### config.mk
export PLATFORM = sky130hd
export DESIGN_NAME = qspi_tx_serializer_flat
export DESIGN_NICKNAME = d
export VERILOG_FILES = /design/src/rtl/qspi_tx_serializer_if.sv /design/src/rtl/qspi_tx_serializer.sv /design/src/flat_wrapper.sv
export SDC_FILE = /design/constraint.sdc
export NUM_CORES = 1
export LEC_CHECK = 0
export BUFFER_PORTS_ARGS = -buffer_cell sky130_fd_sc_hd__buf_2
export CORE_ASPECT_RATIO = 1.1
export CORE_MARGIN = 10
export CORE_UTILIZATION = 50
export CTS_CLUSTER_SIZE = 14
export DETAILED_ROUTE_END_ITERATION = 10
export PLACE_DENSITY_LB_ADDON = 0.15
export SLEW_MARGIN = 40
export SYNTH_ARGS = -nofsm -noshare
export SYNTH_HDL_FRONTEND = slang
export SYNTH_SLANG_ARGS = --single-unit
export TNS_END_PERCENT = 1
### constraint.sdc
create_clock -name clk -period 4.65 [get_ports clk]
set_input_delay 0.465 -clock clk [delete_from_list [all_inputs] [get_ports clk]]
set_output_delay 0.465 -clock clk [all_outputs]
set_load 0.005 [all_outputs]
### src/rtl/qspi_tx_serializer_if.sv
// FIFO read port and QSPI pad bundle for the TX serializer.
// master = serializer side, slave = FIFO/pad side.
interface qspi_tx_serializer_if #(
    parameter int DWID = 8
);
    logic            fifo_empty;
    logic [DWID-1:0] fifo_rdata;
    logic            fifo_ren;
    logic            sck;
    logic            cs_n;
    logic [3:0]      io_out;
    logic [3:0]      io_oe;

    modport master (
        input  fifo_empty, fifo_rdata,
        output fifo_ren, sck, cs_n, io_out, io_oe
    );

    modport slave (
        output fifo_empty, fifo_rdata,
        input  fifo_ren, sck, cs_n, io_out, io_oe
    );
endinterface

### src/rtl/qspi_tx_serializer.sv
// TX FIFO consumer: pops words and shifts them MSB-first
// onto 1/2/4 QSPI lanes with SCK and chip-select generation.
module qspi_tx_serializer #(
    parameter int DWID   = 8,
    parameter int DIVWID = 8,
    parameter int LENWID = 16
) (
    input  logic                clk,
    input  logic                rst,
    input  logic                start,
    input  logic [LENWID-1:0]   len,
    input  logic [1:0]          mode,
    input  logic [DIVWID-1:0]   clkdiv,
    input  logic                cpol,
    output logic                busy,
    output logic                done,
    output logic                underrun,
    qspi_tx_serializer_if.master bus
);
    localparam int BW = $clog2(DWID + 1);
    localparam logic [BW-1:0]     BITS_FULL = BW'(DWID);
    localparam logic [DIVWID-1:0] DIV_ONE   = DIVWID'(1);
    localparam logic [LENWID-1:0] LEN_ONE   = LENWID'(1);

    typedef enum logic [2:0] {
        S_IDLE,
        S_SETUP,
        S_FETCH,
        S_SHIFT,
        S_HOLD
    } state_e;

    state_e            state_q, state_d;
    logic [1:0]        mode_q, mode_d;
    logic [DIVWID-1:0] div_q, div_d;
    logic [DIVWID-1:0] cnt_q, cnt_d;
    logic              cpol_q, cpol_d;
    logic [LENWID-1:0] rem_q, rem_d;
    logic [DWID-1:0]   sh_q, sh_d;
    logic [BW-1:0]     bits_q, bits_d;
    logic              sck_q, sck_d;
    logic              done_q, done_d;
    logic              unr_q, unr_d;

    logic          tick;
    logic          ren;
    logic [BW-1:0] step;
    logic [3:0]    mask;
    logic [3:0]    lane;

    always_ff @(posedge clk) begin
        if (rst) begin
            state_q <= S_IDLE;
            mode_q  <= '0;
            div_q   <= '0;
            cnt_q   <= '0;
            cpol_q  <= 1'b0;
            rem_q   <= '0;
            sh_q    <= '0;
            bits_q  <= '0;
            sck_q   <= 1'b0;
            done_q  <= 1'b0;
            unr_q   <= 1'b0;
        end else begin
            state_q <= state_d;
            mode_q  <= mode_d;
            div_q   <= div_d;
            cnt_q   <= cnt_d;
            cpol_q  <= cpol_d;
            rem_q   <= rem_d;
            sh_q    <= sh_d;
            bits_q  <= bits_d;
            sck_q   <= sck_d;
            done_q  <= done_d;
            unr_q   <= unr_d;
        end
    end

    // Lane geometry; mode 11 falls back to single.
    always_comb begin
        step = BW'(1);
        mask = 4'b0001;
        lane = '0;
        unique case (1'b1)
            mode_q == 2'b01: begin
                step      = BW'(2);
                mask      = 4'b0011;
                lane[1:0] = sh_q[DWID-1 -: 2];
            end
            mode_q == 2'b10: begin
                step = BW'(4);
                mask = 4'b1111;
                lane = sh_q[DWID-1 -: 4];
            end
            default: begin
                lane[0] = sh_q[DWID-1];
            end
        endcase
    end

    assign tick = (cnt_q == '0);

    always_comb begin
        state_d = state_q;
        mode_d  = mode_q;
        div_d   = div_q;
        cnt_d   = cnt_q;
        cpol_d  = cpol_q;
        rem_d   = rem_q;
        sh_d    = sh_q;
        bits_d  = bits_q;
        sck_d   = sck_q;
        done_d  = 1'b0;
        unr_d   = unr_q;
        ren     = 1'b0;
        unique case (state_q)
            S_IDLE: begin
                if (start) begin
                    unr_d = 1'b0;
                    if (len == '0) begin
                        done_d = 1'b1;
                    end else begin
                        mode_d  = mode;
                        div_d   = clkdiv;
                        cnt_d   = clkdiv;
                        cpol_d  = cpol;
                        sck_d   = cpol;
                        rem_d   = len;
                        sh_d    = '0;
                        state_d = S_SETUP;
                    end
                end
            end
            S_SETUP: begin
                if (tick) state_d = S_FETCH;
                else      cnt_d   = cnt_q - DIV_ONE;
            end
            S_FETCH: begin
                if (bus.fifo_empty) begin
                    unr_d = 1'b1;
                end else begin
                    ren     = 1'b1;
                    sh_d    = bus.fifo_rdata;
                    bits_d  = BITS_FULL;
                    cnt_d   = div_q;
                    state_d = S_SHIFT;
                end
            end
            S_SHIFT: begin
                if (!tick) begin
                    cnt_d = cnt_q - DIV_ONE;
                end else begin
                    cnt_d = div_q;
                    if (sck_q == cpol_q) begin
                        sck_d = ~cpol_q;
                    end else begin
                        // Trailing edge: advance to the next beat.
                        sck_d  = cpol_q;
                        sh_d   = sh_q << step;
                        bits_d = bits_q - step;
                        if (bits_q == step) begin
                            rem_d   = rem_q - LEN_ONE;
                            state_d = (rem_q == LEN_ONE) ? S_HOLD : S_FETCH;
                        end
                    end
                end
            end
            S_HOLD: begin
                if (tick) begin
                    done_d  = 1'b1;
                    state_d = S_IDLE;
                end else begin
                    cnt_d = cnt_q - DIV_ONE;
                end
            end
            default: state_d = S_IDLE;
        endcase
    end

    assign busy         = (state_q != S_IDLE);
    assign done         = done_q;
    assign underrun     = unr_q;
    assign bus.fifo_ren = ren & ~rst;
    assign bus.sck      = sck_q;
    assign bus.cs_n     = (state_q == S_IDLE);
    assign bus.io_oe    = busy ? mask : 4'b0000;
    assign bus.io_out   = (state_q == S_SHIFT) ? lane : 4'b0000;
endmodule

### src/flat_wrapper.sv
// flat-port wrapper written by rule: the top's interface ports become plain ports
module qspi_tx_serializer_flat 
#(
    parameter int DWID   = 8,
    parameter int DIVWID = 8,
    parameter int LENWID = 16
)
  (clk, rst, start, len, mode, clkdiv, cpol, busy, done, underrun, bus_fifo_empty, bus_fifo_rdata, bus_fifo_ren, bus_sck, bus_cs_n, bus_io_out, bus_io_oe);
  qspi_tx_serializer_if #(.DWID(DWID)) bus_i ();
  input  logic clk;
  input  logic rst;
  input  logic start;
  input  logic [LENWID-1:0] len;
  input  logic [1:0] mode;
  input  logic [DIVWID-1:0] clkdiv;
  input  logic cpol;
  output logic busy;
  output logic done;
  output logic underrun;
  input wire logic [$bits(bus_i.fifo_empty)-1:0] bus_fifo_empty;
  input wire logic [$bits(bus_i.fifo_rdata)-1:0] bus_fifo_rdata;
  output wire logic [$bits(bus_i.fifo_ren)-1:0] bus_fifo_ren;
  output wire logic [$bits(bus_i.sck)-1:0] bus_sck;
  output wire logic [$bits(bus_i.cs_n)-1:0] bus_cs_n;
  output wire logic [$bits(bus_i.io_out)-1:0] bus_io_out;
  output wire logic [$bits(bus_i.io_oe)-1:0] bus_io_oe;
  assign bus_i.fifo_empty = bus_fifo_empty;
  assign bus_i.fifo_rdata = bus_fifo_rdata;
  assign bus_fifo_ren = bus_i.fifo_ren;
  assign bus_sck = bus_i.sck;
  assign bus_cs_n = bus_i.cs_n;
  assign bus_io_out = bus_i.io_out;
  assign bus_io_oe = bus_i.io_oe;
  qspi_tx_serializer #(.DWID(DWID), .DIVWID(DIVWID), .LENWID(LENWID)) u_core (.clk(clk), .rst(rst), .start(start), .len(len), .mode(mode), .clkdiv(clkdiv), .cpol(cpol), .busy(busy), .done(done), .underrun(underrun), .bus(bus_i));
endmodule
# Yosys cells after proc, flatten, opt, wreduce, memory -nomap -nowiden

Cells that the tools add are included.

Register bits: 53
Input port bits: 39

$add $sub $neg: 3
Eq/ne operators: 19
Shifts and indexed selects: 1
Mux-type cells: 53
Bitwise logic cells: 4
Reductions and logical operators: 18

Operator list:

| kind                  | count |
|---|---|
| $mux 16               | 5 |
| $mux 8                | 10 |
| $pmux 16 s2           | 1 |
| $pmux 8 s4            | 1 |
| $mux 3                | 9 |
| $pmux 8 s3            | 1 |
| $mux 4                | 5 |
| $eq 16x1->1 const B   | 1 |
| $logic_not 16->1      | 1 |
| $pmux 4 s2            | 2 |
| $sub 16x1->16 const B | 1 |
| $pmux 3 s5            | 1 |
| $ne 2x2->1 const B    | 6 |
| $reduce_and 6->1      | 2 |
| $mux 1                | 11 |
| $pmux 1 s2            | 5 |
| $logic_not 8->1       | 1 |
| $ne 2x1->1 const B    | 4 |
| $reduce_and 4->1      | 2 |
| $reduce_and 8->1      | 1 |
| $shl 8x3->8           | 1 |
| $sub 8x1->8 const B   | 1 |
| $eq 3x2->1 const B    | 2 |
| $pmux 3 s2            | 1 |
| other kinds (17)      | 23 |

# Longest topological paths before layout

Gate-level depths: netlist (run 1).

Depth after elaboration: 7
Depth in mapped cells: 12

# Worst setup path before layout (run 1)

No wires, ideal clock.

Path kind: register to register
Start point: reg u_core.mode_q[1]
End point: reg u_core.rem_q[11]
Library setup time: 0.132 ns
Arrival time: 2.359 ns
Required time: 4.518 ns
Slack: 2.159 ns
Cell stages (with the launch flop): 13
Period minus slack after synthesis: 2.491 ns
Cell sequence: dfxtp_1 inv_1 ha_1 clkbuf_1 inv_1 ha_1 and4b_1 nand2_1 o32a_1 buf_6 buf_6 o21ai_0 a21oi_1

Cells in the longest elaborated chain, start to end: 5

RTL lines:

| element                                         | line                                               | source |
|---|---|---|
| start: declaration                              | qspi_tx_serializer.sv:34                           | `logic [1:0] mode_q, mode_d;` |
| start signal: assignment                        | qspi_tx_serializer.sv:66                           | `mode_q <= mode_d;` |
| $eq 2x2->1 / $eq 2x1->1 (equally long branches) | qspi_tx_serializer.sv:90, qspi_tx_serializer.sv:85 |  |
| $pmux 3 s2 (*)                                  | qspi_tx_serializer.sv:84                           | `unique case (1'b1)` |
| $eq 4x3->1 (*)                                  | qspi_tx_serializer.sv:161                          | `if (bits_q == step) begin` |
| $ne 2x1->1 (no source line) (*)                 | n/a                                                |  |
| $reduce_and 6->1 (no source line) (*)           | n/a                                                |  |
| end signal: assignment                          | qspi_tx_serializer.sv:70                           | `rem_q <= rem_d;` |
| end: declaration                                | qspi_tx_serializer.sv:38                           | `logic [LENWID-1:0] rem_q, rem_d;` |

Every way passes the cells marked *; elsewhere a longest branch is shown, timed or not.
A chain may end at the register's enable or synchronous reset.

# Worst setup path after layout (run 1)

Start point: reg u_core.mode_q[0]
End point: reg u_core.rem_q[1]

The elaborated chain is that of the path after synthesis.

==> flow_summary.toml, run 1 <==
[timing]
hold_viol = 0
maxClockFrequency_mhz = 344.1
slew_headroom = 0.4939
period_share = 0.6249
setup_tns_ns = 0
layout_min_cycle_time_ns = 2.906
rsz0062_at_grt = "no"
slew_violations = 0
fin_skew_ns = 0.008426
worst_pin_slew_ns = 0.7582
finalSetupViolCount = 0
hold-worst-slack_ns = 0.3814

[layout]
multi_input_comb_area_mm2 = 0.002379
n_antenna_cell = 0
layout-drive-gt1-share = 0.1840
mostFrequentLayoutCell = "nand2_1"
seq_area_mm2 = 0.001062
nets = 549
fill_cells = 700
final_cell_mix = "nand2_1, a21oi_1, buf_2, dfxtp_1, nor2_1"
syn_to_final_growth_pct = 8.557

[setup_path]
required_ns = 4.82
crit_family = "compound AO/OA/AOI/OAI gates"
worst_path_largest_cell_delay_ns = 0.58
cp_max_fo = 19
crit_type = "reg -> reg"
critPathMostFrequentCell = "ha_1"
startpoint_type = "flip-flop"
crit_buf_inv = 1
slowest_stage = "o32a_1"
cp_cell_sequence = "inv_1 -> ha_1 -> ha_1 -> and4b_1 -> nand2_1 -> o32a_1 -> a211oi_1 -> a211oi_2"
endpoint_kind = "flip-flop"
cp.arrival_ns = 3.08

[pwr]
swShare = 0.4171
p_int_mw = 1.055
p_leak_nw = 1.555
power.net_switching_uw = 755.2
p_per_area_mw_per_mm2 = 447.3
p_comb_frac = 0.443
seqPwrFrac = 0.346
clockPowerShare = 0.211
vdd_drop_max_mv = 0.3204

[synthesis]
async_flop_share = 0
synth_edf_count = 0
synth.avg_cell_area_um2 = 7.916
syn-num-nets = 521
synth.cell_area_mm2 = 0.003729
yosys_most_used_dff = "dfxtp_1"
synthCells = 471
synth_seq_cells = 53
ys_warn_count = 0
yosysUniqueCellTypes = 73
yosysSeqAreaShare = 0.2846

[cts]
numCtsBuffers = 5
clock_sinks = 53
cts_resized = 0
cts_max_level = 2
cts_hold_buf = 0
clockRootBuffer = "clkbuf_8"
cts_tree = "built"
cts_buffer_depth = 2
path_clk_slew_ns = 0.11
clk_latency_ns = 0.31
postCtsSetupRepairBufs = 0

[global_routing]
antenna_found_initial = 0
overflow = 0
grtUsageMet3 = 0.03238
grt_use_total = 0.1781
grtUsageMet2 = 0.2850
busiest_layer = "met2"
grt_pass1_wl_mm = 17.08
grt_pass1_vias = 3489
use_met1 = 0.2346
grt_max_degree = 60

[detailed_routing]
drt_iter0_drc = 225
vias = 3634
drc = 0
viasPerCell = 6.212
dr.pass1.iters = 7
drt-total-wl_mm = 10.04
ant_nets = 0
post_drt_wl_per_cell_um = 17.15

[floorplan]
coreArea_mm2 = 0.007127
start_util = 0.5232
die_area_mm2 = 0.01132
io_pins = 53
rows = 32
die_y_um = 110.6
dieWidth_um = 102.3

[placed_design]
dpl.hpwl_mm = 7.028
place_congestion = 0.9187
portBuffers = 52

[run]
maxCapViolCount = 0

[run_status]
outcome = "completed"

[hold_path]
hold_path_class = "in -> reg"
-- final cells by class --
type | instances | share of cell area
clock buffer | 5 | 0.01700
clock inverter | 3 | 0.01607
inverter | 19 | 0.01886
multi-input combinational | 364 | 0.5876
sequential | 53 | 0.2624
tap | 85 | 0.02628
timing repair buffer | 56 | 0.07172
-- metal layers --
metal	vias up	wire length (µm)
met1	1715	4402
met4	0	147
met3	13	570
li1	1804	-
met2	102	4915
met5	-	0
-- cell families after synthesis --
group / after synthesis / share of synthesized area
adders and majority gates: 11 / 0.03893
muxes: 10 / 0.03758
and+or+nand+nor: 182 / 0.2466
xor gates and xnor gates: 3 / 0.007048
buffers and inverters: 54 / 0.08154
AOI/OAI and AO/OA: 158 / 0.3037
DFF: 53 / 0.2846
-- synthesized netlist by cell type, drive strengths merged (7+ instances only) --
library cell | instances | area (µm²)
nand2 | 73 | 281.5
a21oi | 53 | 265.3
dfxtp | 53 | 1061
nor2 | 31 | 116.4
o21ai | 30 | 161.4
clkbuf | 23 | 136.4
inv | 17 | 63.81
a211oi | 16 | 140.1
nor4 | 14 | 87.58
buf | 12 | 91.33
nand3 | 11 | 55.05
ha | 10 | 125.1
nor3 | 10 | 55.05
o32ai | 7 | 68.82
-- worst register-to-register path: cells and delay by family (launching register included) --
| kind | cells | cell delay [ns] |
|---|---|---|
| simple gates | 2 | 0.36 |
| compound gates | 3 | 1.03 |
| fa+ha+maj | 2 | 0.91 |
| flops | 1 | 0.40 |
| buf+inv | 1 | 0.08 |
-- state kept, by name (all words and copies together), names as in the netlist --
register         cells
u_core.bits_q        4
u_core.div_q         8
u_core.mode_q        2
u_core.state_q       3
u_core.cnt_q         8
u_core.sh_q          8
u_core.underrun      1
u_core.rem_q        16
u_core.done          1
u_core.cpol_q        1
u_core.bus.sck       1
-- through the flow --
step / std cells / setup slack, ns / total power [mW] / area [µm²] / utilization
2_1_floorplan: 471 / 2.159 / 1.248 / 3729 / -
3_3_place_gp: 576 / 1.740 / 1.407 / 3890 / 0.5458
3_5_place_dp: 576 / 1.607 / 1.423 / 3894 / 0.5463
4_1_cts: 584 / 1.575 / 1.802 / 4028 / 0.5651
5_1_grt: 585 / 1.397 / 1.944 / 4048 / 0.5679
6_report: 585 / 1.744 / 1.811 / 4048 / 0.5679
-- power groups by stage --
stage	logic [mW]	clock network (mW)	registers, mW
floorplan	0.651	0	0.597
global placement	0.777	0	0.630
detailed placement	0.789	0	0.634
CTS	0.795	0.384	0.623
global route	0.902	0.404	0.638
finish	0.802	0.382	0.626
-- final timing paths --
check / from / endpoint / slack [ns] / cells after the start
worst min-delay path: mode[0] / u_core.mode_q[0]$_SDFFE_PP0P_ / 0.38 / 3
worst max register to register: u_core.mode_q[0]$_SDFFE_PP0P_ / u_core.rem_q[1]$_SDFFE_PP0P_ / 1.74 / 8
worst min register to register: u_core.div_q[5]$_SDFFE_PP0P_ / u_core.div_q[5]$_SDFFE_PP0P_ / 0.46 / 2
worst max-delay path: u_core.mode_q[0]$_SDFFE_PP0P_ / u_core.rem_q[1]$_SDFFE_PP0P_ / 1.74 / 8
No activity file was read; power rests on OpenSTA's default activity.
==> run 2, diff against run 1 <==
--- a/config.mk
+++ b/config.mk
@@ -5,6 +5,7 @@
 export SDC_FILE = /design/constraint.sdc
 export NUM_CORES = 1
 export LEC_CHECK = 0
+export ABC_AREA = 1
 export BUFFER_PORTS_ARGS = -buffer_cell sky130_fd_sc_hd__buf_2
 export CORE_ASPECT_RATIO = 1.1
 export CORE_MARGIN = 10
==> constraint.sdc (replaced) <==
create_clock -name clk -period 2.6 [get_ports clk]
set_input_delay 0.26 -clock clk [delete_from_list [all_inputs] [get_ports clk]]
set_output_delay 0.26 -clock clk [all_outputs]
set_load 0.005 [all_outputs]
==> run 2 against run 1 <==
First-iteration DRC count is 28% lower. Maximum frequency is 24% higher. Global-route usage is 0.45 points lower. Synthesized area is 1.6% higher. Critical path type unchanged.
==> flow_summary.toml, run 2 <==
[setup_path]
slowest_stage = "ha_1"
cp_max_fo = 15
endpoint_kind = "flip-flop"
cp.arrival_ns = 2.52
worst_path_largest_cell_delay_ns = 0.38
r2r_start = "u_core.mode_q[1]$_SDFFE_PP0P_"
r2r_setup_slack_ns = 0.26
startpoint_type = "flip-flop"
cp_cell_sequence = "inv_1 -> ha_1 -> inv_1 -> ha_1 -> nand2_1 -> nor3_1 -> nor2_1 -> nor2_1 -> nand3_2 -> nand2_1 -> a21oi_2"
reg2reg_to = "u_core.rem_q[15]$_SDFFE_PP0P_"
crit_type = "reg -> reg"
reg2reg_depth = 11
required_ns = 2.79

[hold_path]
hold_depth = 3
worstHoldStart = "start"
hold_path_class = "in -> reg"
min_to = "u_core.done$_SDFF_PP0_"

[timing]
fin_skew_ns = 0.01001
period_share = 0.8988
maxClockFrequency_mhz = 427.9
worst_pin_slew_ns = 0.6545
hold_viol = 0
layout_min_cycle_time_ns = 2.337
finalSetupViolCount = 0
slew_violations = 0
slew_headroom = 0.5632
setup_tns_ns = 0
rsz0062_at_grt = "no"

[floorplan]
start_util = 0.5096
die_y_um = 111.3
rows = 33
io_pins = 53
coreArea_mm2 = 0.007432
dieWidth_um = 103.0
die_area_mm2 = 0.01146

[global_routing]
grt_pass1_wl_mm = 16.83
overflow = 0
grt_use_total = 0.1736
antenna_found_initial = 0
grt_max_degree = 24
grt_pass1_vias = 3777

[pwr]
swShare = 0.5142
p_comb_frac = 0.623
p_leak_nw = 1.988
seqPwrFrac = 0.264
p_int_mw = 2.483
finalPower_mw = 5.111
power.net_switching_mw = 2.628
p_per_area_mw_per_mm2 = 1212
clockPowerShare = 0.112
vdd_drop_max_mv = 0.5349

[detailed_routing]
drc = 0
post_drt_wl_per_cell_um = 12.91
vias = 3944
ant_nets = 0
drt_iter0_drc = 162
viasPerCell = 5.196
drt-total-wl_mm = 9.799
dr.pass1.iters = 4

[layout]
largest_reg_flops = 16
nets = 721
final_cell_mix = "nand2_1, nor2_1, inv_1"
layout-drive-gt1-share = 0.1726
stdcell_count = 759
largest-register = "u_core.rem_q"
syn_to_final_growth_pct = 11.36
mostFrequentLayoutCell = "nand2_1"
n_antenna_cell = 0

[placed_design]
dpl.hpwl_mm = 7.685
place_congestion = 0.9151
dp_cells = 751
portBuffers = 52

[synthesis]
syn-num-nets = 675
yosysMostFrequentCell = "nand2_1"
yosysSeqAreaShare = 0.2801
yosysUniqueCellTypes = 37
synth_commonest_cells = "nand2_1, nor2_1, inv_1"
synth.cell_area_mm2 = 0.003787
yosys_most_used_dff = "dfxtp_1"
synthCells = 625
synthTopCellsByArea = "dfxtp_1, nand2_1, nor2_1, o21ai_0, inv_1"
async_flop_share = 0
synth_seq_cells = 53
synth.avg_cell_area_um2 = 6.060
synth_top_area_share = 0.2801
synth.largest_area_cell = "dfxtp_1"
ys_warn_count = 0
synth_edf_count = 0

[cts]
cts_hold_buf = 0
path_clk_slew_ns = 0.10
clk_latency_ns = 0.30
numCtsBuffers = 5
clock_sinks = 53
cts_buffer_depth = 2
clockRootBuffer = "clkbuf_8"
postCtsSetupRepairBufs = 0
cts_tree = "built"
cts_max_level = 2
cts_resized = 0

[run]
maxCapViolCount = 0

[run_status]
outcome = "completed"
[run 2: cell count changes after synthesis, moves of 9 or more]
cell      before  now
nor4_1        14    0
o21ai_0       28   48
a21oi_1       53   39
a21oi_2        0   10
nand2_2        3   13
nor2_1        31  101
a211oi_1      12    1
inv_1         17   61
nand3_1       11   34
nand2_1       70  180
clkbuf_1      18    9
[run 2: power groups by stage]
stage	registers, mW	logic, mW	clock network [mW]
after global routing	1.39	3.69	0.624
after detailed placement	1.37	3.18	0
after global placement	1.36	3.12	0
final	1.35	3.19	0.574
after CTS	1.35	3.20	0.597
after floorplan	1.28	2.60	0
[run 2: critical path: cells and delay by family, from the launching register on]
kind	cells	cell delay (ns)
and+or+nand+nor	6	0.94
DFF	1	0.34
buffers and inverters	2	0.22
AOI/OAI and AO/OA	1	0.06
adders and majority gates	2	0.67
[run 2: worst max path at each step]
stage	cells after the start	slack [ns]	end	startpoint
2_1_floorplan	11	0.63	u_core.rem_q[3]$_SDFFE_PP0P_	u_core.mode_q[0]$_SDFFE_PP0P_
3_3_place_gp	11	0.38	u_core.rem_q[12]$_SDFFE_PP0P_	u_core.mode_q[1]$_SDFFE_PP0P_
3_5_place_dp	11	0.27	u_core.rem_q[9]$_SDFFE_PP0P_	u_core.mode_q[1]$_SDFFE_PP0P_
4_1_cts	11	0.26	u_core.rem_q[15]$_SDFFE_PP0P_	u_core.mode_q[1]$_SDFFE_PP0P_
5_1_grt	14	0.02	u_core.state_q[0]$_SDFFE_PP0P_	u_core.mode_q[1]$_SDFFE_PP0P_
6_report	11	0.26	u_core.rem_q[15]$_SDFFE_PP0P_	u_core.mode_q[1]$_SDFFE_PP0P_
[run 2: stage by stage]
step | cell area [µm²] | setup WS, ns | hold WS (ns) | utilization
2_1_floorplan | 3787 | 0.6294 | 0.3291 | -
3_3_place_gp | 4103 | 0.3839 | 0.4380 | 0.5520
3_5_place_dp | 4103 | 0.2698 | 0.4418 | 0.5520
4_1_cts | 4218 | 0.2574 | 0.2367 | 0.5675
5_1_grt | 4218 | 0.01918 | 0.2447 | 0.5675
6_report | 4218 | 0.2631 | 0.2470 | 0.5675
[run 2: area by class of cell]
cell class / count / area (µm²)
fill: 777 / 3214
tap: 87 / 108.9
multi-input combinational: 484 / 2361
inverter: 67 / 251.5
timing repair buffer: 60 / 320.3
clock buffer: 5 / 68.82
sequential: 53 / 1061
clock inverter: 3 / 46.29
[run 2: layer usage]
layer	vias up	track usage	routed length, µm
li1	2075	-	-
met1	1791	0.2109	4344
met2	74	0.3068	4948
met3	4	0.03304	440
met4	0	0.02971	66
met5	-	0	0
[run 2: cells by family (layout without fill, tap and decap cells)]
family / count (synthesis) / after routing / share of synthesized area
AO/OA/AOI/OAI: 111 / 111 / 0.1639
adder cells (fa/ha/maj): 11 / 11 / 0.03832
XOR/XNOR: 6 / 6 / 0.01388
flip-flops: 53 / 53 / 0.2801
buffers and inverters: 88 / 135 / 0.09646
AND/OR/NAND/NOR: 356 / 356 / 0.4073
==> run 3, diff against run 2 <==
--- a/config.mk
+++ b/config.mk
@@ -12,7 +12,7 @@
 export CORE_UTILIZATION = 50
 export CTS_CLUSTER_SIZE = 14
 export DETAILED_ROUTE_END_ITERATION = 10
-export PLACE_DENSITY_LB_ADDON = 0.15
+export PLACE_DENSITY = 0.73
 export SLEW_MARGIN = 40
 export SYNTH_ARGS = -nofsm -noshare
 export SYNTH_HDL_FRONTEND = slang
==> run 3 against run 2 <==
Utilization fell by 0.050 points. Count of clock-buffer cells in the layout stayed put. Global-route usage down 0.16 points. Sequential share of layout area is essentially flat. Clock power increased by 5.6%. Critical path depth is the same. Combinational power is essentially flat. First-iteration DRC count is 4.9% higher. Register-to-register slack better by 0.15 ns. Via count shrank 0.68%. Hold slack worse by 0.017 ns. Highest routed layer unchanged.
==> flow_summary.toml, run 3 (synthesis gave the netlist of run 2 again) <==
[placed_design]
portBuffers = 52
dpl.hpwl_mm = 7.640
dp_slack_ns = 0.4264
place_congestion = 0.9153
dp_cells = 750

[layout]
mostFrequentLayoutCell = "nand2_1"
largest_reg_flops = 16
largest-register = "u_core.rem_q"
final_cell_mix = "nand2_1, nor2_1, inv_1"
utilization = 0.5670
n_antenna_cell = 0
syn_to_final_growth_pct = 11.27
stdcell_count = 758
layout-drive-gt1-share = 0.1714
nets = 720

[setup_path]
required_ns = 2.81
startpoint_type = "flip-flop"
crit_type = "reg -> reg"
cp_max_fo = 15
r2r_setup_slack_ns = 0.41
endpoint_kind = "flip-flop"
cp.arrival_ns = 2.39

[pwr]
p_leak_nw = 1.990
finalPower_mw = 5.150
clockPowerShare = 0.118
p_per_area_mw_per_mm2 = 1222
p_comb_frac = 0.620
seqPwrFrac = 0.263
vdd_drop_max_mv = 0.6037
p_int_mw = 2.480
power.net_switching_mw = 2.669
swShare = 0.5183

[detailed_routing]
wl_met1_mm = 4.518
dr.pass1.iters = 5
dr_wl_met2_mm = 4.920
drt_iter0_drc = 170
vias = 3917
wl_met3_um = 393
highest_layer = "met4"
drt-total-wl_mm = 9.941
viasPerCell = 5.168
ant_nets = 0
post_drt_wl_per_cell_um = 13.11
drc = 0

[timing]
hold_viol = 0
period_share = 0.8414
maxClockFrequency_mhz = 457.1
setup_tns_ns = 0
rsz0062_at_grt = "no"
finalSetupViolCount = 0
worst_pin_slew_ns = 0.7733
fin_skew_ns = 0.01242
slew_violations = 0
slew_headroom = 0.4830
final.setup.worst_slack_ns = 0.4124
layout_min_cycle_time_ns = 2.188

[cts]
clk_latency_ns = 0.32
cts_hold_buf = 0
clock_sinks = 53
cts_max_level = 2
clockRootBuffer = "clkbuf_8"
cts_buffer_depth = 2
cts_resized = 0
path_clk_slew_ns = 0.11
postCtsSetupRepairBufs = 0
numCtsBuffers = 5
cts_tree = "built"

[global_routing]
antenna_found_initial = 0
grt_max_degree = 24
grt_pass1_vias = 3574
grt_use_total = 0.1720
overflow = 0
grt_pass1_wl_mm = 16.49

[floorplan]
die_area_mm2 = 0.01146
start_util = 0.5096
die_y_um = 111.3
coreArea_mm2 = 0.007432
dieWidth_um = 103.0
rows = 33
io_pins = 53

[run]
maxCapViolCount = 0

[hold_path]
hold_path_class = "in -> reg"

[run_status]
outcome = "completed"
-- run 3: worst max-delay path, cell delays in order, from the launching register on --
cell and delay, ns:
dfxtp_1 0.34, inv_1 0.10, ha_1 0.21, inv_1 0.07, ha_1 0.33, nand2_1 0.09
nor3_1 0.14, nor2_1 0.08, nor2_1 0.16, nand3_2 0.31, nand2_1 0.18, a21oi_2 0.07
-- run 3: routing by layer --
metal / vias up / track usage
li1: 2080 / -
met1: 1750 / 0.2075
met2: 80 / 0.3030
met3: 7 / 0.03055
met4: 0 / 0.03900
met5: - / 0
-- run 3: final timing paths --
check                                 from                             to  cells past startpoint
max          u_core.mode_q[0]$_SDFFE_PP0P_  u_core.rem_q[15]$_SDFFE_PP0P_                     11
min                              clkdiv[3]   u_core.cnt_q[3]$_SDFFE_PP0P_                      3
max reg2reg  u_core.mode_q[0]$_SDFFE_PP0P_  u_core.rem_q[15]$_SDFFE_PP0P_                     11
min reg2reg   u_core.div_q[1]$_SDFFE_PP0P_   u_core.div_q[1]$_SDFFE_PP0P_                      2
-- run 3: cell type report --
type	count	area, µm²
Sequential cell	53	1061
Inverter	67	251.5
Fill cell	774	3218
Timing Repair Buffer	59	312.8
Tap cell	87	108.9
Multi-Input combinational cell	484	2361
Clock inverter	3	50.05
Clock buffer	5	68.82
-- run 3: power groups by stage --
stage / sequential (mW) / clock (mW) / combinational [mW]
after floorplan: 1.28 / 0 / 2.60
after global placement: 1.36 / 0 / 3.11
after detailed placement: 1.36 / 0 / 3.17
after CTS: 1.35 / 0.628 / 3.19
after global routing: 1.39 / 0.647 / 3.67
final: 1.35 / 0.606 / 3.19
-- run 3: per-stage QoR --
stage / cell area [µm²] / hold slack, ns
after floorplan: 3787 / 0.3291
after global routing: 4214 / 0.2266
after global placement: 4095 / 0.4387
after CTS: 4214 / 0.2171
final: 4214 / 0.2303
after detailed placement: 4095 / 0.4503
